==> src/rtl/alsu_pkg.sv <==
// Shared types and constants for the registered arithmetic/logic/shift unit.
package alsu_pkg;

  localparam int OUT_W = 6;
  localparam int LED_W = 16;
  localparam int IN_W  = 3;

  typedef enum logic [2:0] {
    OR_AND    = 3'b000,
    OP_XOR    = 3'b001,
    OP_ADD    = 3'b010,
    OP_MUL    = 3'b011,
    OP_SHIFT  = 3'b100,
    OP_ROTATE = 3'b101,
    OP_INV6   = 3'b110,
    OP_INV7   = 3'b111
  } opcode_e;

  // One captured set of controller inputs (stage-1 contents).
  typedef struct packed {
    logic [IN_W-1:0] a;
    logic [IN_W-1:0] b;
    logic            cin;
    logic            serial_in;
    logic            red_op_a;
    logic            red_op_b;
    opcode_e         opcode;
    logic            bypass_a;
    logic            bypass_b;
    logic            direction;
  } alsu_in_t;

  // Sign-extend a 3-bit operand to the result width.
  function automatic logic [OUT_W-1:0] sext_in(input logic [IN_W-1:0] v);
    return {{(OUT_W-IN_W){v[IN_W-1]}}, v};
  endfunction

endpackage

==> src/rtl/alsu_in_reg.sv <==
// Stage-1 input register bank: captures every controller input each clock.
module alsu_in_reg
  import alsu_pkg::*;
(
  input  logic     clk,
  input  logic     rst,
  input  alsu_in_t d_i,
  output alsu_in_t q_o
);

  alsu_in_t in_q;

  // Capture all inputs every clock; synchronous reset clears the bank.
  always_ff @(posedge clk) begin
    if (rst) begin
      in_q <= '0;
    end else begin
      in_q <= d_i;
    end
  end

  assign q_o = in_q;

endmodule

==> src/rtl/alsu_core.sv <==
// Registered ALU/shift unit: inputs registered in stage 1, result and
// illegal-operation LED blink registered in stage 2 (two-clock latency).
module alsu_core
  import alsu_pkg::*;
#(
  parameter string INPUT_PRIORITY = "A",
  parameter string FULL_ADDER     = "ON"
) (
  input  logic             clk,
  input  logic             rst,
  input  logic [IN_W-1:0]  A,
  input  logic [IN_W-1:0]  B,
  input  logic             cin,
  input  logic             serial_in,
  input  logic             red_op_A,
  input  logic             red_op_B,
  input  logic [2:0]       opcode,
  input  logic             bypass_A,
  input  logic             bypass_B,
  input  logic             direction,
  output logic [LED_W-1:0] leds,
  output logic [OUT_W-1:0] out
);

  localparam bit PRIO_A  = (INPUT_PRIORITY == "A");
  localparam bit USE_CIN = (FULL_ADDER == "ON");

  alsu_in_t         in_s;
  alsu_in_t         r_q;
  logic             invalid_s;
  logic [OUT_W-1:0] a_ext_s;
  logic [OUT_W-1:0] b_ext_s;
  logic [IN_W-1:0]  red_src_s;
  logic             use_red_s;
  logic [OUT_W-1:0] and_s;
  logic [OUT_W-1:0] xor_s;
  logic [OUT_W-1:0] add_s;
  logic [OUT_W-1:0] mul_s;
  logic [OUT_W-1:0] out_d;
  logic [OUT_W-1:0] out_q;
  logic [LED_W-1:0] leds_d;
  logic [LED_W-1:0] leds_q;

  assign in_s.a         = A;
  assign in_s.b         = B;
  assign in_s.cin       = cin;
  assign in_s.serial_in = serial_in;
  assign in_s.red_op_a  = red_op_A;
  assign in_s.red_op_b  = red_op_B;
  assign in_s.opcode    = opcode_e'(opcode);
  assign in_s.bypass_a  = bypass_A;
  assign in_s.bypass_b  = bypass_B;
  assign in_s.direction = direction;

  alsu_in_reg u_in_reg (
    .clk (clk),
    .rst (rst),
    .d_i (in_s),
    .q_o (r_q)
  );

  assign a_ext_s = sext_in(r_q.a);
  assign b_ext_s = sext_in(r_q.b);

  // Illegal: reserved opcodes, or a reduction flag on a non-AND/XOR opcode.
  always_comb begin
    invalid_s = 1'b0;
    case (r_q.opcode)
      OP_INV6, OP_INV7: invalid_s = 1'b1;
      OR_AND, OP_XOR:   invalid_s = 1'b0;
      default:          invalid_s = r_q.red_op_a | r_q.red_op_b;
    endcase
  end

  // Pick the reduction operand; with both flags set the priority operand wins.
  always_comb begin
    red_src_s = r_q.b;
    use_red_s = r_q.red_op_a | r_q.red_op_b;
    if (r_q.red_op_a && r_q.red_op_b) begin
      red_src_s = PRIO_A ? r_q.a : r_q.b;
    end else if (r_q.red_op_a) begin
      red_src_s = r_q.a;
    end else begin
      red_src_s = r_q.b;
    end
  end

  // Logic and arithmetic results; reductions are zero-extended, the rest signed.
  always_comb begin
    if (use_red_s) begin
      and_s = {5'b00000, &red_src_s};
      xor_s = {5'b00000, ^red_src_s};
    end else begin
      and_s = a_ext_s & b_ext_s;
      xor_s = a_ext_s ^ b_ext_s;
    end
    add_s = a_ext_s + b_ext_s + {5'b00000, (r_q.cin & USE_CIN)};
    mul_s = $signed(a_ext_s) * $signed(b_ext_s);
  end

  // Result select: bypass, then invalid, then opcode decode.
  always_comb begin
    out_d = out_q;
    if (r_q.bypass_a && r_q.bypass_b) begin
      out_d = PRIO_A ? a_ext_s : b_ext_s;
    end else if (r_q.bypass_a) begin
      out_d = a_ext_s;
    end else if (r_q.bypass_b) begin
      out_d = b_ext_s;
    end else if (invalid_s) begin
      out_d = 6'b000000;
    end else begin
      case (r_q.opcode)
        OR_AND:   out_d = and_s;
        OP_XOR:   out_d = xor_s;
        OP_ADD:   out_d = add_s;
        OP_MUL:   out_d = mul_s;
        OP_SHIFT: out_d = r_q.direction ? {out_q[4:0], r_q.serial_in}
                                        : {r_q.serial_in, out_q[5:1]};
        OP_ROTATE: out_d = r_q.direction ? {out_q[4:0], out_q[5]}
                                         : {out_q[0], out_q[5:1]};
        default:  out_d = 6'b000000;
      endcase
    end
  end

  // LEDs blink while the registered operation is illegal, dark otherwise.
  always_comb begin
    if (invalid_s) begin
      leds_d = ~leds_q;
    end else begin
      leds_d = 16'h0000;
    end
  end

  // Stage-2 output registers.
  always_ff @(posedge clk) begin
    if (rst) begin
      out_q  <= 6'b000000;
      leds_q <= 16'h0000;
    end else begin
      out_q  <= out_d;
      leds_q <= leds_d;
    end
  end

  assign out  = out_q;
  assign leds = leds_q;

endmodule

==> config.mk <==
export PLATFORM = sky130hd
export DESIGN_NAME = alsu_core
export DESIGN_NICKNAME = d
export VERILOG_FILES = /design/src/rtl/alsu_pkg.sv /design/src/rtl/alsu_in_reg.sv /design/src/rtl/alsu_core.sv
export SDC_FILE = /design/constraint.sdc
export NUM_CORES = 1
export LEC_CHECK = 0
export CORE_MARGIN = 2
export CORE_UTILIZATION = 45
export CTS_BUF_LIST = sky130_fd_sc_hd__clkbuf_4 sky130_fd_sc_hd__clkbuf_8
export CTS_CLUSTER_DIAMETER = 60
export DETAILED_ROUTE_END_ITERATION = 12
export PLACE_DENSITY = 0.79
export RECOVER_POWER = 25
export SETUP_SLACK_MARGIN = 0.15
export SLEW_MARGIN = 20
export SYNTH_ARGS = -nofsm -noshare
export SYNTH_HDL_FRONTEND = slang
export SYNTH_SLANG_ARGS = --single-unit
==> constraint.sdc <==
create_clock -name clk -period 2.99 [get_ports clk]
set_input_delay 0.4485 -clock clk [delete_from_list [all_inputs] [get_ports clk]]
set_output_delay 0.4485 -clock clk [all_outputs]
set_load 0.1 [all_outputs]
==> Yosys cells after proc, flatten, opt, wreduce, memory -nomap -nowiden <==
Index checks and enable logic that the tools add are counted.
{ "totals": {"reg_bits": 38, "input_bits": 18, "wordCells": 47, "ramBits": 0, "rom_bits": 0, "latch_bits": 0, "out_inout_bits": 22, "n_memories": 0} }
{ "op_classes": {"muxes": 12, "eq_ne": 7, "order_cmp": 0, "n_shift": 0, "bitwise_logic": 5, "n_mul": 1, "reduce_logical": 8, "n_div": 0, "add_sub_neg": 2} }
{ "ops": {"columns": ["op", "n"], "rows": [
  ["two-way mux 6 bit", 8],
  ["case mux 6 bit (6 select lines)", 1],
  ["NOT 16 bit", 1],
  ["equality test 3 bit (second input constant)", 4],
  ["AND 6 bit", 1],
  ["equality test 3 x 2 -> 1 bit (second input constant)", 2],
  ["multiplier 3 x 3 -> 6 bit", 1],
  ["two-way mux 3 bit", 2],
  ["OR reduction 2 bit", 3],
  ["bitwise XOR 6 bit", 1],
  ["adder 4 x 2 -> 5 bit", 1],
  ["adder 3 x 3 -> 4 bit", 1],
  ["equality test 3 x 1 -> 1 bit (second input constant)", 1],
  ["logical NOT 3 bit", 1],
  ["AND reduction 3 bit", 1],
  ["parity 3 bit", 1],
  ["logical AND 1 bit", 2],
  ["case mux 1 bit (2 select lines)", 1],
  ["NOT 1 bit", 1],
  ["bitwise OR 1 bit", 1]
]} }

==> Longest topological paths before layout <==
Gate-level depths: netlist (run 1).
{ "logic_depth": {"word_depth": 9, "mapped_depth": 12, "depth_no_buf": 12} }

==> By module <==
From an unflattened synthesis (run 1), not the netlist that was laid out.
{ "unflattened": {"cells_unflattened": 190, "hier_area_um2": 1936.9} }
{ "modules_own_cells": {"columns": ["module", "area_per_inst_um2", "cells_per_inst", "seq_area_each_um2", "instances"], "rows": [
  ["alsu_core", 1472.7, 157, 440.4, 1],
  ["alsu_in_reg", 464.2, 33, 320.3, 1]
]} }

==> Worst setup path before layout (run 1) <==
Ideal clock, no wire load.
{ "synth_path": {"path_type": "register to register", "from": "reg u_in_reg.in_q, in the netlist u_in_reg.q_o[15]", "to": "reg out_q[5], in the netlist out[5]", "path_buffers": 1, "period_less_slack_ps": 3044, "path_stages_with_launch": 13, "setup_ps": 129, "required_ps": 2861, "path_slack_ps": -54, "arrival_time_ps": 2915, "cell_sequence": "dfxtp_1 -> clkbuf_2 -> nand2_1 -> fa_1 -> inv_1 -> ha_1 -> ha_1 -> fa_1 -> xnor3_1 -> xor2_1 -> and2_1 -> o21ai_1 -> a21oi_1"} }
{ "synth_via": {"elab_chain_len": 7, "word_cells_on_any_way": 12, "classes_between": "add/sub (2); mul (1); mux (7); bitwise (2)"} }
{ "synth_rtl": {"columns": ["element", "line_no", "rtl"], "rows": [
  ["start: declaration", "alsu_in_reg.sv:11", "alsu_in_t in_q;"],
  ["start signal: assignment", "alsu_in_reg.sv:18", "in_q <= d_i;"],
  ["adder 3 x 3 -> 4 bit (tied with other cells)", "alsu_core.sv:97", "add_s = a_ext_s + b_ext_s + {5'b00000, (r_q.cin & USE_CIN)};"],
  ["adder 4 x 2 -> 5 bit / two-way mux 6 bit (equally long branches)", "alsu_core.sv:97, alsu_core.sv:90", null],
  ["case mux 6 bit (6 select lines)", "alsu_core.sv:113", "case (r_q.opcode)"],
  ["two-way mux 6 bit", "alsu_core.sv:110", "end else if (invalid_s) begin"],
  ["two-way mux 6 bit", "alsu_core.sv:108", "end else if (r_q.bypass_b) begin"],
  ["two-way mux 6 bit", "alsu_core.sv:106", "end else if (r_q.bypass_a) begin"],
  ["two-way mux 6 bit (*)", "alsu_core.sv:104", "if (r_q.bypass_a && r_q.bypass_b) begin"],
  ["end signal: assignment", "alsu_core.sv:142", "out_q <= out_d;"],
  ["end: declaration", "alsu_core.sv:40", "logic [OUT_W-1:0] out_q;"]
]} }
Every way passes the cells marked *; elsewhere a longest branch is shown, timed or not.
A chain may end at the register's enable or synchronous reset.

==> Worst setup path after layout (run 1) <==
{ "layout_path": {"from": "reg u_in_reg.in_q, in the netlist u_in_reg.q_o[11]", "to": "reg out_q[5], in the netlist out[5]"} }
{ "layout_via": {"elab_chain_len": 7, "word_cells_on_any_way": 8, "classes_between": "add/sub (2); mul (1); mux (5)"} }
{ "layout_rtl": {"columns": ["element", "line_no"], "rows": [
  ["adder 3 x 3 -> 4 bit", "alsu_core.sv:97"],
  ["adder 4 x 2 -> 5 bit", "alsu_core.sv:97"],
  ["case mux 6 bit (6 select lines) (*)", "alsu_core.sv:113"],
  ["two-way mux 6 bit (*)", "alsu_core.sv:110"],
  ["two-way mux 6 bit (*)", "alsu_core.sv:108"],
  ["two-way mux 6 bit (*)", "alsu_core.sv:106"],
  ["two-way mux 6 bit (*)", "alsu_core.sv:104"]
]} }
Marked as above.

==> results of run 1 <==
-- power by group --
part | total (mW) | internal (mW) | switching [mW]
Sequential | 0.565 | 0.534 | 0.0304
Combinational | 0.315 | 0.108 | 0.207
Clock | 0.534 | 0.356 | 0.178
Total | 1.41 | 0.998 | 0.416
-- synth_stat cells, types with 2 or more instances --
| library cell | number | area (µm²) |
|---|---|---|
| fa_1 | 8 | 160 |
| nor4_1 | 2 | 12.5 |
| a21oi_1 | 11 | 55.1 |
| nor2_1 | 22 | 82.6 |
| buf_6 | 2 | 22.5 |
| nor2b_1 | 19 | 119 |
| nand3_1 | 2 | 10.0 |
| a211o_1 | 3 | 26.3 |
| nand2_1 | 6 | 22.5 |
| o22ai_1 | 3 | 18.8 |
| a31oi_1 | 2 | 12.5 |
| dfxtp_1 | 38 | 761 |
| ha_1 | 10 | 125 |
| mux2_2 | 2 | 22.5 |
| and2_1 | 3 | 18.8 |
| nand2b_1 | 6 | 37.5 |
| inv_1 | 13 | 48.8 |
| o21ai_0 | 5 | 25.0 |
| mux2i_1 | 6 | 60.1 |
| clkbuf_1 | 3 | 11.3 |
| xnor2_1 | 2 | 17.5 |
-- what timing repair did --
item / CTS / global route
endpoints found under the hold margin: 0 / 0
endpoints found under the setup margin: 1 / 2
gates resized for setup: 1 / 12
pin swaps: 0 / 1
buffers inserted: 3 / 1
hold buffers: 0 / 0
-- sequential cells by signal (all words and copies together), names as in the netlist --
name and flops:
leds 16, out 6, u_in_reg.q_o 16
-- worst max-delay path: stages (launching register included) --
cell     delay (ns)
dfxtp_4        0.39
ha_4           0.15
inv_1          0.05
fa_1           0.46
fa_1           0.41
inv_1          0.07
ha_2           0.16
fa_2           0.18
xnor3_1        0.21
xor2_1         0.16
and2_1         0.16
o21ai_1        0.12
a21oi_1        0.08
-- cell type report --
| type | count | area, µm² |
|---|---|---|
| timing repair buffer | 47 | 392 |
| fill | 337 | 1560 |
| tap | 50 | 62.6 |
| multi-input combinational | 133 | 1050 |
| clock buffer | 6 | 82.6 |
| clock inverter | 2 | 60.1 |
| sequential | 38 | 773 |
| inverter | 13 | 51.3 |
-- worst max-delay path by stage --
stage                                 from           endpoint  slack (ns)  cells after the start
2_1_floorplan  u_in_reg.q_o[15]$_SDFF_PP0_  out[5]$_SDFF_PP0_        0.21                     12
3_3_place_gp   u_in_reg.q_o[15]$_SDFF_PP0_  out[5]$_SDFF_PP0_        0.21                     11
3_5_place_dp   u_in_reg.q_o[15]$_SDFF_PP0_  out[5]$_SDFF_PP0_        0.12                     11
4_1_cts        u_in_reg.q_o[11]$_SDFF_PP0_  out[5]$_SDFF_PP0_        0.16                     11
5_1_grt        u_in_reg.q_o[12]$_SDFF_PP0_  out[5]$_SDFF_PP0_        0.16                     11
6_report       u_in_reg.q_o[11]$_SDFF_PP0_  out[5]$_SDFF_PP0_        0.26                     12
-- through the flow --
| stage | utilization [%] | power, mW | setup WS (ns) |
|---|---|---|---|
| 6_report | 61.3 | 1.41 | 0.263 |
| 3_5_place_dp | 56.2 | 0.884 | 0.116 |
| 5_1_grt | 61.3 | 1.47 | 0.155 |
| 3_3_place_gp | 56.2 | 0.878 | 0.210 |
| 2_1_floorplan | - | 0.805 | 0.214 |
| 4_1_cts | 60.4 | 1.42 | 0.156 |
-- routing by layer --
layer,GRT usage [%],routed length (µm),vias to the layer above
met5,0,0,-
met4,8.82,100,0
met3,3.90,217,9
met2,34.3,2060,46
met1,22.3,1750,695
li1,-,-,736
-- cells by family after synthesis --
kind of cell | after synthesis | share of synthesized area, %
mux | 8 | 4.38
flops | 38 | 40.3
simple gates | 68 | 19.4
buf+inv | 21 | 5.31
compound gates | 34 | 12.2
fa+ha+maj | 19 | 15.7
xor+xnor | 4 | 2.59
==> flow_metrics.env, run 1 <==
export IMPL_dieWidth_um=68.7
export IMPL_max_cap_violations=0
export IMPL_worst_setup_path_type="reg2reg"
export IMPL_worstHoldEndpoint="leds[5]$_SDFF_PP0_"
export IMPL_status="finished, final reports clean"
export IMPL_tightest_slew_ns=0.835
export IMPL_drive_above_1_share_pct=23.0
export IMPL_dp_hpwl_mm=3.06
export IMPL_yosys_register_bits=38
export IMPL_clock_skew_ns=0.00153
export IMPL_synth_ff_type="dfxtp_1"
export IMPL_grt_overflow=0
export IMPL_vias_per_cell=5.14
export IMPL_rr_startpoint="u_in_reg.q_o[11]$_SDFF_PP0_"
export IMPL_die_y_um=68.7
export IMPL_cp_required_ns=3.15
export IMPL_antenna_found_initial=0
export IMPL_cts_tree="done"
export IMPL_drc=0
export IMPL_syn_to_final_growth_pct=30.9
export IMPL_synth_area_um2=1890
export IMPL_via_count=1486
export IMPL_layout_common_cells="34 x dfxtp_1, 29 x buf_4, 22 x nor2_1"
export IMPL_drtPass1Iterations=4
export IMPL_crit_arrival_ns=2.89
export IMPL_antenna_cells=0
export IMPL_yosysSeqAreaShare_pct=40.3
export IMPL_r2r_end="out[5]$_SDFF_PP0_"
export IMPL_final_setup_viol_count=0
export IMPL_drtIter0Drc=51
export IMPL_clockBufferDepth=2
export IMPL_port_buffers=39
export IMPL_grt_setup_unrepaired="no"
export IMPL_grt_pass1_vias=1528
export IMPL_critPathCaptureType="flip-flop"
export IMPL_finalHoldViolCount=0
export IMPL_synth_edf_count=0
export IMPL_final_cell_area_um2=2470
export IMPL_yosys_warnings=0
export IMPL_initial_core_util_pct=46.8
export IMPL_dpl_cell_area_um2=2270
export IMPL_h_tree_depth=2
export IMPL_grt_total_usage_pct=19.3
export IMPL_critical_path_peak_fanout=6
export IMPL_start_kind="flip-flop"
export IMPL_synthArstFlopShare_pct=0
export IMPL_io_pins=40
export IMPL_reg2regPathDepth=12
export IMPL_grt_max_degree=21
export IMPL_ir_drop_uv=468
export IMPL_fin_crit_sh_pct=91.2
export IMPL_hp_start="leds[5]$_SDFF_PP0_"
export IMPL_syn_avg_cell_area_um2=9.82
export IMPL_whs_ns=0.414
export IMPL_wl_per_cell_um=14.3
export IMPL_min_path_cells=1
export IMPL_stdcell_count=289
export IMPL_design_die_area_um2=4720
export IMPL_placed_cells=277
export IMPL_core_area_um2=4030
export IMPL_hold_path_class="reg2reg"
export IMPL_cts_sinks=38
export IMPL_slew_headroom_pct=44.3
export IMPL_grt_pass1_wl_mm=6.71
export IMPL_place_gp_congestion=0.847
export IMPL_powerDensity_nw_per_um2=573
export IMPL_final_common_cell="dfxtp_1"
export IMPL_p_leak_nw=1.09
export IMPL_synth_cell_types=45
export IMPL_fmax_mhz=367
export IMPL_drt_wl_total_mm=4.12
export IMPL_tns_ns=0
export IMPL_syn_nets=228
export IMPL_rows=23
export IMPL_numCtsBuffers=5
export IMPL_clk_pin_slew_ns=0.07
export IMPL_ant_nets=0
export IMPL_synth_cells=192
export IMPL_reg2reg_setup_slack_ns=0.26
export IMPL_nNetsFinal=274
export IMPL_min_period_ns=2.73
export IMPL_clk_latency_ns=0.28
export IMPL_cts_root_buf="clkbuf_8"
export IMPL_maxSlewViolCount=0
(Power assumes the default switching activity.)
==> run 2, diff against run 1 <==
--- a/config.mk
+++ b/config.mk
@@ -12,6 +12,7 @@
 export DETAILED_ROUTE_END_ITERATION = 12
 export PLACE_DENSITY = 0.79
 export RECOVER_POWER = 25
+export REMOVE_ABC_BUFFERS = 1
 export SETUP_SLACK_MARGIN = 0.15
 export SLEW_MARGIN = 20
 export SYNTH_ARGS = -nofsm -noshare
==> run 2 against run 1 <==
Compared with the run above:
- first-iteration DRC count decreased by 20%
- clock power down 3%
- worst hold slack better by 0.00083 ns
- sequential cell count unchanged
- total power shrank 1.3%
==> flow_metrics.env, run 2 (same netlist as run 1, synthesis figures left out) <==
export IMPL_critical_path_peak_fanout=4
export IMPL_clk_pin_slew_ns=0.08
export IMPL_cp_common_cell="inv_1"
export IMPL_final_setup_viol_count=0
export IMPL_place_gp_congestion=0.861
export IMPL_nFillCells=349
export IMPL_critPathBufInv=2
export IMPL_dp_hpwl_mm=2.84
export IMPL_fin_crit_sh_pct=91.6
export IMPL_reg2reg_setup_slack_ns=0.25
export IMPL_whs_ns=0.415
export IMPL_design_die_area_um2=4720
export IMPL_clk_latency_ns=0.29
export IMPL_max_cap_violations=0
export IMPL_finalHoldViolCount=0
export IMPL_tightest_slew_ns=0.823
export IMPL_grt_max_degree=21
export IMPL_rows=23
export IMPL_antenna_cells=0
export IMPL_drt_wl_total_mm=3.78
export IMPL_cts_hold_buf=0
export IMPL_grt_setup_unrepaired="yes"
export IMPL_clockBufferDepth=2
export IMPL_powerDensity_nw_per_um2=567
export IMPL_final_common_cell="dfxtp_1"
export IMPL_dieWidth_um=68.7
export IMPL_critPathCaptureType="flip-flop"
export IMPL_min_period_ns=2.74
export IMPL_fmax_mhz=365
export IMPL_crit_arrival_ns=2.91
export IMPL_h_tree_depth=2
export IMPL_drive_above_1_share_pct=22.6
export IMPL_hold_path_class="reg2reg"
export IMPL_min_path_cells=1
export IMPL_p_leak_nw=1.10
export IMPL_nNetsFinal=274
export IMPL_grt_pass1_vias=1432
export IMPL_crit_family="adder cells"
export IMPL_die_y_um=68.7
export IMPL_maxSlewViolCount=0
export IMPL_cts_tree="done"
export IMPL_ir_drop_uv=435
export IMPL_layout_common_cells="34 x dfxtp_1, 29 x buf_4, 22 x nor2_1"
export IMPL_initial_core_util_pct=46.8
export IMPL_syn_to_final_growth_pct=30.7
export IMPL_grt_overflow=0
export IMPL_grt_pass1_wl_mm=6.26
export IMPL_port_buffers=39
export IMPL_cts_root_buf="clkbuf_8"
export IMPL_numCtsBuffers=5
export IMPL_status="finished, final reports clean"
export IMPL_drtIter0Drc=41
export IMPL_start_kind="flip-flop"
export IMPL_crit_chain="inv_1, nand2_1, fa_1, inv_1, ha_1, ha_2, fa_2, xnor3_1, xor2_1, and2_1, o21ai_1, a21oi_1"
export IMPL_ant_nets=0
export IMPL_wl_per_cell_um=13.1
export IMPL_worst_setup_path_type="reg2reg"
export IMPL_io_pins=40
export IMPL_grt_total_usage_pct=18.0
export IMPL_slew_headroom_pct=45.2
export IMPL_drtPass1Iterations=4
export IMPL_antenna_found_initial=0
export IMPL_crit_cells=12
export IMPL_cts_sinks=38
export IMPL_clock_skew_ns=0.00686
export IMPL_utilization_pct=61.1
export IMPL_cpPeakStageDelay_ns=0.49
export IMPL_via_count=1453
export IMPL_drc=0
export IMPL_cp_required_ns=3.16
export IMPL_vias_per_cell=5.03
export IMPL_slowest_stage="fa_1"
export IMPL_reg2regPathDepth=12
export IMPL_core_area_um2=4030
## run 2: path summary, 6_finish.rpt
kind,start,end
min reg2reg,leds[11]$_SDFF_PP0_,leds[11]$_SDFF_PP0_
max reg2reg,u_in_reg.q_o[14]$_SDFF_PP0_,out[5]$_SDFF_PP0_
max,u_in_reg.q_o[14]$_SDFF_PP0_,out[5]$_SDFF_PP0_
min,leds[11]$_SDFF_PP0_,leds[11]$_SDFF_PP0_
## run 2: final cells by class
cell class                      instances  area (µm²)  share of cell area [%]
Clock buffer                            5        68.8                    2.79
Clock inverter                          3        68.8                    2.79
Inverter                               13        48.8                    1.98
Multi-Input combinational cell        133        1050                    42.7
Sequential cell                        38         771                    31.3
Tap cell                               50        62.6                    2.54
Timing Repair Buffer                   47         392                    15.9
## run 2: metrics by stage
stage / area, µm² / setup slack (ns) / total power [mW] / setup TNS [ns] / std cells
after floorplan: 1830 / -0.0268 / 0.795 / -0.0268 / 184
after CTS: 2430 / 0.233 / 1.41 / 0 / 288
after global placement: 2280 / 0.0948 / 0.880 / 0 / 280
final: 2460 / 0.250 / 1.40 / 0 / 289
after detailed placement: 2280 / -0.00178 / 0.884 / -0.00178 / 280
after global routing: 2460 / 0.128 / 1.45 / 0 / 289
## run 2: where the power goes
group / leakage (nW) / internal, mW / switching [mW]
clock: 0.0683 / 0.334 / 0.186
sequential: 0.315 / 0.535 / 0.0281
combinational: 0.714 / 0.108 / 0.205
total: 1.10 / 0.977 / 0.419
## run 2: routing by layer
| layer | share of wire, % | track usage (%) | vias to the layer above |
|---|---|---|---|
| li1 | - | - | 730 |
| met2 | 48 | 29.0 | 46 |
| met1 | 45 | 23.6 | 672 |
| met3 | 6.4 | 5.03 | 5 |
| met4 | 1.0 | 5.39 | 0 |
| met5 | 0 | 0 | - |
## run 2: timing repair
item,in CTS,in global routing
setup buffers,0,1
pin swaps,1,5
gates resized for setup,6,8
setup endpoints to repair,1,2
==> run 3, diff against run 2 <==
--- a/config.mk
+++ b/config.mk
@@ -5,6 +5,7 @@
 export SDC_FILE = /design/constraint.sdc
 export NUM_CORES = 1
 export LEC_CHECK = 0
+export CORE_ASPECT_RATIO = 1.25
 export CORE_MARGIN = 2
 export CORE_UTILIZATION = 45
 export CTS_BUF_LIST = sky130_fd_sc_hd__clkbuf_4 sky130_fd_sc_hd__clkbuf_8
==> run 3 against run 2 <==
Compared with the run above:
- via count increased by 0.62%
- register-to-register slack worse by 0.04 ns
- sequential power about the same
- global-route usage increased by 0.25 points
- combinational power barely moved
- critical path depth decreased by 1
- worst setup slack worse by 0.042 ns
- cell count increased by 1.7%
- critical endpoint unchanged
- largest power group unchanged
==> flow_metrics.env, run 3 (same netlist as run 1, synthesis figures left out) <==
export IMPL_status="finished, final reports clean"
export IMPL_antenna_found_initial=0
export IMPL_powerDensity_nw_per_um2=511
export IMPL_grt_pass1_wl_mm=6.62
export IMPL_final_common_cell="dfxtp_1"
export IMPL_cts_root_buf="clkbuf_8"
export IMPL_slew_headroom_pct=45.7
export IMPL_hold_path_class="reg2reg"
export IMPL_core_area_um2=4070
export IMPL_drtIter0Drc=45
export IMPL_cp_common_cell="fa_1"
export IMPL_rows=26
export IMPL_antenna_cells=0
export IMPL_cts_tree="done"
export IMPL_finalHoldViolCount=0
export IMPL_drive_above_1_share_pct=22.7
export IMPL_ir_drop_uv=518
export IMPL_clk_latency_ns=0.29
export IMPL_rr_startpoint="u_in_reg.q_o[11]$_SDFF_PP0_"
export IMPL_clk_pin_slew_ns=0.07
export IMPL_grt_overflow=0
export IMPL_worstHoldEndpoint="leds[7]$_SDFF_PP0_"
export IMPL_slowest_stage="fa_1"
export IMPL_nFillCells=353
export IMPL_design_die_area_um2=4730
export IMPL_wl_per_cell_um=13.3
export IMPL_h_tree_depth=2
export IMPL_dieWidth_um=61.9
export IMPL_vias_per_cell=4.97
export IMPL_initial_core_util_pct=46.4
export IMPL_worst_setup_path_type="reg2reg"
export IMPL_reg2regPathDepth=11
export IMPL_critPathCaptureType="flip-flop"
export IMPL_ant_nets=0
export IMPL_drc=0
export IMPL_place_gp_congestion=0.864
export IMPL_tightest_slew_ns=0.815
export IMPL_p_leak_nw=1.07
export IMPL_r2r_end="out[5]$_SDFF_PP0_"
export IMPL_hp_start="leds[7]$_SDFF_PP0_"
export IMPL_layout_common_cells="34 x dfxtp_1, 28 x buf_4, 22 x nor2_1"
export IMPL_utilization_pct=59.4
export IMPL_cp_required_ns=3.16
export IMPL_drtPass1Iterations=4
export IMPL_reg2reg_setup_slack_ns=0.21
export IMPL_cts_hold_buf=0
export IMPL_critical_path_peak_fanout=5
export IMPL_crit_arrival_ns=2.95
export IMPL_fin_crit_sh_pct=93.1
export IMPL_min_path_cells=1
export IMPL_start_kind="flip-flop"
export IMPL_max_cap_violations=0
export IMPL_nNetsFinal=273
export IMPL_min_period_ns=2.78
export IMPL_cts_sinks=38
export IMPL_cpPeakStageDelay_ns=0.50
export IMPL_port_buffers=39
export IMPL_syn_to_final_growth_pct=28.1
export IMPL_total_power_mw=1.23
export IMPL_grt_max_degree=20
export IMPL_drt_wl_total_mm=3.92
export IMPL_fmax_mhz=359
export IMPL_whs_ns=0.415
export IMPL_clock_skew_ns=0.00969
export IMPL_maxSlewViolCount=0
export IMPL_final_setup_viol_count=0
export IMPL_die_y_um=76.4
export IMPL_crit_chain="nand2_1, fa_1, inv_1, ha_1, ha_2, fa_1, xnor3_1, xor2_1, and2_1, o21ai_1, a21oi_1"
export IMPL_clockBufferDepth=2
export IMPL_numCtsBuffers=5
export IMPL_grt_total_usage_pct=18.2
export IMPL_grt_pass1_vias=1499
export IMPL_grt_setup_unrepaired="yes"
export IMPL_io_pins=40
export IMPL_via_count=1462
export IMPL_dp_hpwl_mm=3.06
-- run 3: metrics by stage --
| stage | setup TNS (ns) | cell area, µm² | worst slack [ns] | std cells |
|---|---|---|---|---|
| 2_1_floorplan | -0.0268 | 1830 | -0.0268 | 184 |
| 3_3_place_gp | 0 | 2280 | 0.0964 | 285 |
| 3_5_place_dp | -0.0499 | 2280 | -0.0499 | 285 |
| 4_1_cts | 0 | 2390 | 0.172 | 293 |
| 5_1_grt | 0 | 2420 | 0.118 | 294 |
| 6_report | 0 | 2420 | 0.208 | 294 |
-- run 3: worst max path at each step --
stage,startpoint,to,slack [ns],depth (start not counted)
floorplan,u_in_reg.q_o[15]$_SDFF_PP0_,out[5]$_SDFF_PP0_,-0.03,11
global placement,u_in_reg.q_o[15]$_SDFF_PP0_,out[5]$_SDFF_PP0_,0.1,11
detailed placement,u_in_reg.q_o[11]$_SDFF_PP0_,out[5]$_SDFF_PP0_,-0.05,12
CTS,u_in_reg.q_o[11]$_SDFF_PP0_,out[5]$_SDFF_PP0_,0.17,12
global route,u_in_reg.q_o[11]$_SDFF_PP0_,out[5]$_SDFF_PP0_,0.12,11
finish,u_in_reg.q_o[11]$_SDFF_PP0_,out[5]$_SDFF_PP0_,0.21,11
-- run 3: timing repair --
| action | CTS | global route |
|---|---|---|
| buffers inserted | 0 | 1 |
| gates cloned | 0 | 0 |
| endpoints found under the setup margin | 2 | 2 |
| pin swaps | 2 | 6 |
| hold endpoints to repair | 0 | 0 |
| gates resized for setup | 6 | 9 |
-- run 3: critical path: cells and delay by family (launching register included) --
family | cells | cell delay [ns]
AOI/OAI and AO/OA | 2 | 0.20
xor gates and xnor gates | 2 | 0.38
adders and majority gates | 4 | 1.38
buffers and inverters | 1 | 0.04
DFF | 1 | 0.39
and+or+nand+nor | 2 | 0.26
-- run 3: layer usage --
metal	share of wire, %	up-vias	routed length (µm)	track usage, %
li1	-	730	-	-
met1	40	682	1580	21.5
met2	52	44	2050	30.5
met3	5.5	6	217	4.92
met4	2.0	0	78	6.81
met5	0	-	0	0
-- run 3: power breakdown --
group	switching [mW]	total, mW	internal (mW)
Clock	0.173	0.358	0.185
Sequential	0.0282	0.563	0.535
Combinational	0.207	0.314	0.107
Total	0.408	1.23	0.827
-- run 3: area by class of cell --
cell class | count | area (µm²) | area share (%)
clock buffers | 6 | 82.6 | 3.42
clock inverters | 2 | 12.5 | 0.518
inverters | 13 | 51.3 | 2.12
multi-input cells | 133 | 1040 | 43.2
flip-flops and latches | 38 | 771 | 31.9
well taps | 56 | 70.1 | 2.90
repair buffers | 46 | 384 | 15.9
==> RTL change 1: new RTL, config.mk and constraints of run 1 <==
Add an input register stage for `serial_in`, with the module's reset; this delays it by one clock. The other inputs are not delayed to match.
--- a/src/rtl/alsu_core.sv
+++ b/src/rtl/alsu_core.sv
@@ -27,2 +27,12 @@
 
+  logic serial_q;
+
+  always_ff @(posedge clk) begin
+    if (rst) begin
+      serial_q <= '0;
+    end else begin
+      serial_q <= serial_in;
+    end
+  end
+
   alsu_in_t         in_s;
@@ -46,3 +56,3 @@
   assign in_s.cin       = cin;
-  assign in_s.serial_in = serial_in;
+  assign in_s.serial_in = serial_q;
   assign in_s.red_op_a  = red_op_A;
Behaviour: not the same (Yosys sat finds a counterexample within 4 cycles, from zero or initial values and one cycle with rst high).
==> RTL change 1 against run 1 <==
- utilization fell by 0.40 points
- sequential cell count rose by 1
- synthesized area fell by 0.13%
- power fell by 12%
- routed wire length fell by 0.22%
- cell area fell by 1.4%
- setup slack got worse by 0.080 ns
- hold slack barely moved
- critical endpoint unchanged
- largest cell class unchanged
- largest power group unchanged
==> RTL change 1: results (changes against run 1) <==
* Status: finished, final reports clean (unchanged)
* Clk_skew at 0.00379 ns (was 0.00153 ns)
* CTS Root Cell: clkbuf_8 (unchanged)
* Post-DP Area at 2270 um^2 (about the same)
* Worst min path class: reg2reg (unchanged)
* Distinct cells, synth at 37 (was 45)
* Final #Nets at 276 (was 274)
* Largest net degree at the start of global routing at 22 (was 21)
* 1st-pass router iterations at 4 (unchanged)
* Clk slew on worst S/H paths at 0.08 ns
* Hold Crit Start: leds[2] (was leds[5])
* CP max stage cell: fa_1 (unchanged)
* Area contributors post-synth: dfxtp_1 41%, fa_1 8.5%, ha_1 6.6% (was dfxtp_1 40%, fa_1 8.5%, ha_1 6.6%)
* Via count at 1,517 (was 1,486)
* CTS max path bufs at 2 (unchanged)
* Share of cells above drive strength 1 at 23.7% (was 23.0%)
* Post-DP HPWL at 3010 um (was 3060 um)
* Global Route Usage Sum at 19.4% (was 19.3%)
* Net count after synthesis at 232 (was 228)
* Predominant post-synthesis flop cell: dfxtp_1 (unchanged)
* Most frequent cells after synthesis: 39 x dfxtp_1, 26 x nor2_1, 17 x nor2b_1, 14 x inv_1, 11 x nand2_1 (was 38 x dfxtp_1, 22 x nor2_1, 19 x nor2b_1, 13 x inv_1, 11 x a21oi_1)
* First-pass GRT wire length at 6670 um (was 6710 um)
* H-tree Lvls at 2 (unchanged)
* Antenna violations before repair at 0 (unchanged)
* Async S/R FF share, synth at 0% (unchanged)
* Initial drt markers at 63 (was 51)
* Routed len/inst at 14.1 um (was 14.3 um)
* I/O Buffers at 39 (unchanged)
* Peak VDD IR at 384 uV (was 468 uV)
* ANT cells at 0 (unchanged)
* RD Place Congestion at 0.903 (was 0.847)
* LEAKAGE at 1.07 nW (was 1.09 nW)
* CP Max Fanout at 4 (was 6)
* Slew HR at 40.9% (was 44.3%)
* Seq/Total Area, Yosys at 41.5% (was 40.3%)
* Internal power at 0.000818 W (was 0.000998 W)
* # Max-Cap Violations at 0 (unchanged)
* CP arrival at 2.98 ns (was 2.89 ns)
* Num CTS Buffers at 5 (unchanged)
* Setup crit start: u_in_reg.q_o[14] (was u_in_reg.q_o[11])
* Yosys warning count at 0 (unchanged)
* FILL cells at 348 (was 337)
* Clk Latency, worst-skew pair at 0.29 ns
* Worst path max stage delay at 0.52 ns (was 0.46 ns)
==> RTL change 1: power groups by stage <==
stage / registers [W] / clock network (W) / logic, W
final: 0.000580 / 0.000351 / 0.000314
after global routing: 0.000584 / 0.000386 / 0.000336
after CTS: 0.000578 / 0.000363 / 0.000307
after detailed placement: 0.000590 / 0 / 0.000306
after global placement: 0.000589 / 0 / 0.000303
after floorplan: 0.000705 / 0 / 0.000112
==> RTL change 1: critical path, delay by kind of cell, from the launching register on <==
| family | cells | cell delay [ns] |
|---|---|---|
| adder cells (fa/ha/maj) | 4 | 1.32 |
| buffers and inverters | 2 | 0.11 |
| AO/OA/AOI/OAI | 2 | 0.34 |
| flip-flops | 1 | 0.37 |
| AND/OR/NAND/NOR | 2 | 0.13 |
| XOR/XNOR | 2 | 0.42 |
==> RTL change 1: logic make-up (layout without fill, tap and decap cells) <==
kind of cell	count (synthesis)	after routing	share of synthesized area [%]
AOI/OAI and AO/OA	35	35	12.4
xor gates and xnor gates	4	4	2.59
adders and majority gates	19	19	15.7
buffers and inverters	23	68	5.12
DFF	39	39	41.5
muxes	10	10	5.51
and+or+nand+nor	66	66	17.1
==> RTL change 1: repair_timing <==
item / in CTS / in global routing
pin swaps: 2 / 9
resized for setup: 4 / 17
setup endpoints to repair: 1 / 1
buffers inserted: 0 / 3
==> RTL change 1: worst paths after layout <==
path	end	cells after the start	slack, ns
worst max-delay path	out[5]	12	0.18
worst min-delay path	leds[2]	1	0.41
worst max register to register	out[5]	12	0.18
worst min register to register	leds[2]	1	0.41
==> RTL change 1: area by class of cell <==
type / instances / area, um^2 / share of cell area [%]
multi-input combinational: 134 / 1050 / 43.1
clock buffer: 5 / 68.8 / 2.83
sequential: 39 / 795 / 32.6
timing repair buffer: 46 / 384 / 15.8
inverter: 14 / 55.1 / 2.26
clock inverter: 3 / 20.0 / 0.822
tap: 50 / 62.6 / 2.57
==> RTL change 1: per-layer routing <==
metal	GRT usage, %	wire (um)
met1	22.8	1740
met2	31.9	2000
met3	7.14	278
met4	8.09	89
met5	0	0
==> RTL change 1: through the flow <==
stage / setup WS [ns] / power, W / cells
CTS: 0.154 / 0.00125 / 288
global placement: 0.177 / 0.000892 / 280
finish: 0.183 / 0.00125 / 291
floorplan: 0.151 / 0.000816 / 196
detailed placement: 0.0651 / 0.000895 / 280
global route: 0.0329 / 0.00131 / 291
==> RTL change 2: new RTL, flow settings as in run 1 <==
Made on the original files. Put one more register stage on the output `leds`. The value now appears one clock later. The other outputs are not delayed to match.
--- a/src/rtl/alsu_core.sv
+++ b/src/rtl/alsu_core.sv
@@ -147,3 +147,5 @@
   assign out  = out_q;
-  assign leds = leds_q;
+  always_ff @(posedge clk) begin
+    leds <= leds_q;
+  end
 
Behaviour: not the same (a bounded check fails within 4 cycles, from zero or initial values and one cycle with rst high).
==> RTL change 2 against run 1 <==
- critical path depth is 2 lower
- sequential power is 41% higher
- hold slack worse by 0.058 ns
- synthesized area is 15% higher
- clock skew hardly changed
- sequential cell count is 16 higher
- combinational power is 7.6% lower
- cell area is 8.1% higher
- power is 7.8% higher
- setup slack better by 0.069 ns
- cell count is 5.5% higher
- utilization is 4.4 points lower
- via count is 5.2% higher
- routed wire length is 2.2% higher
- largest cell class is now registers
- largest power group unchanged
==> RTL change 2: results (changes against run 1) <==
* Status: finished, final reports clean (unchanged)
* Initial drt markers at 89 (was 51)
* Global Route Usage Sum at 16.9% (was 19.3%)
* Post-CTS Setup Bufs at 0 (was 3)
* Worst slew pin tran at 0.806 ns (was 0.835 ns)
* Hold Crit Start: leds_q[12] (was leds[5])
* Clk Latency, worst-skew pair at 0.31 ns (was 0.28 ns)
* FILL cells at 423 (was 337)
* Vias in the first global route at 1,566 (was 1,528)
* LEAKAGE at 1.17 nW (was 1.09 nW)
* Final #Nets at 286 (was 274)
* First-pass GRT wire length at 6980 um (was 6710 um)
* Reg2reg path depth at 10 (was 12)
* RD Place Congestion at 0.927 (was 0.847)
* Vias/cell at 5.12 (was 5.14)
* Clk_skew at 0.00181 ns (was 0.00153 ns)
* Share of cells above drive strength 1 at 16.3% (was 23.0%)
* Layout area overhead at 22.6% (was 30.9%)
* Area contributors post-synth: dfxtp_1 50%, fa_1 7.4%, nor2b_1 6.0% (was dfxtp_1 40%, fa_1 8.5%, ha_1 6.6%)
* R2r setup slk at 0.33 ns (was 0.26 ns)
* Peak VDD IR at 423 uV (was 468 uV)
* Post-DP HPWL at 3210 um (was 3060 um)
* Endpoint, Worst Hold: leds[12] (was leds[5])
* Most frequent cells after synthesis: 54 x dfxtp_1, 24 x nor2_1, 21 x nor2b_1, 12 x inv_1 (was 38 x dfxtp_1, 22 x nor2_1, 19 x nor2b_1, 13 x inv_1, 11 x a21oi_1)
* Clk slew on worst S/H paths at 0.10 ns (was 0.07 ns)
* Final WL at 4210 um (was 4120 um)
* Net count after synthesis at 248 (was 228)
* Mean post-synth cell area at 10.3 um^2 (was 9.82 um^2)
* Post-DP Area at 2550 um^2 (was 2270 um^2)
* Worst Hold Depth at 0 (was 1)
* Routed len/inst at 13.8 um (was 14.3 um)
* Worst R2R Start: u_in_reg.q_o[10] (was u_in_reg.q_o[11])
* Seq/Total Area, Yosys at 49.7% (was 40.3%)
* Switching Share at 30.9% (was 29.4%)
* Placed instance count at 297 (was 277)
* Distinct cells, synth at 36 (was 45)
RTL change 2: changes by cell type after synthesis, moves of 3 or more:
cell      change
dfxtp_1      +16
nand2_1       +3
o21ai_0       +3
clkbuf_1      +4
xnor2_1       +3
RTL change 2: worst max-delay path: stages, from the launching register on:
cell	delay [ns]
dfxtp_2	0.42
nand2_2	0.11
fa_1	0.54
inv_1	0.04
ha_1	0.28
ha_1	0.21
fa_1	0.40
xnor2_2	0.16
xnor2_1	0.17
nand2_1	0.07
a211oi_1	0.18
RTL change 2: cells by family (layout without fill, tap and decap cells):
| logic type | Yosys count | after routing | share of synthesized area (%) |
|---|---|---|---|
| AO/OA/AOI/OAI | 34 | 34 | 10.2 |
| AND/OR/NAND/NOR | 72 | 72 | 17.4 |
| adder cells (fa/ha/maj) | 19 | 19 | 13.6 |
| XOR/XNOR | 5 | 5 | 2.01 |
| multiplexers | 7 | 7 | 3.28 |
| flip-flops | 54 | 54 | 49.7 |
| buffers and inverters | 21 | 60 | 3.74 |
RTL change 2: routing by layer:
metal / track usage (%) / share of wire [%] / vias to the layer above
met5: 0 / 0 / -
met4: 7.47 / 2.2 / 0
met3: 5.35 / 6.6 / 8
met2: 27.7 / 49 / 54
met1: 20.2 / 42 / 730
li1: - / - / 771
RTL change 2: repair_timing:
item | 4_1_cts | 5_1_grt
setup endpoints to repair | 1 | 2
hold buffers | 0 | 0
gates resized for setup | 1 | 7
RTL change 2: metrics by stage:
step / setup slack (ns) / hold WS [ns]
after detailed placement: 0.147 / 0.337
after CTS: 0.196 / 0.357
after floorplan: 0.199 / 0.331
after global routing: 0.190 / 0.365
final: 0.331 / 0.357
after global placement: 0.218 / 0.337
RTL change 2: layout make-up:
type | count | area share (%)
Inverter | 12 | 1.69
Sequential cell | 54 | 40.9
Timing Repair Buffer | 40 | 12.7
Clock inverter | 2 | 0.750
Clock buffer | 6 | 3.10
Multi-Input combinational cell | 137 | 38.4
Tap cell | 54 | 2.53
RTL change 2: worst max-delay path by stage:
stage	from	slack (ns)	cells after the start	end
CTS	u_in_reg.q_o[10]	0.20	10	out[5]
global placement	u_in_reg.q_o[15]	0.22	10	out[5]
finish	u_in_reg.q_o[10]	0.33	10	out[5]
floorplan	u_in_reg.q_o[15]	0.20	11	out[5]
global route	u_in_reg.q_o[11]	0.19	11	out[4]
detailed placement	u_in_reg.q_o[15]	0.15	10	out[5]
RTL change 2: power groups by stage:
stage	Clock, W	Sequential [W]	Combinational [W]
2_1_floorplan	0	0.000917	0.000103
3_3_place_gp	0	0.000808	0.000287
3_5_place_dp	0	0.000810	0.000290
4_1_cts	0.000449	0.000794	0.000291
5_1_grt	0.000473	0.000800	0.000310
6_report	0.000439	0.000794	0.000291
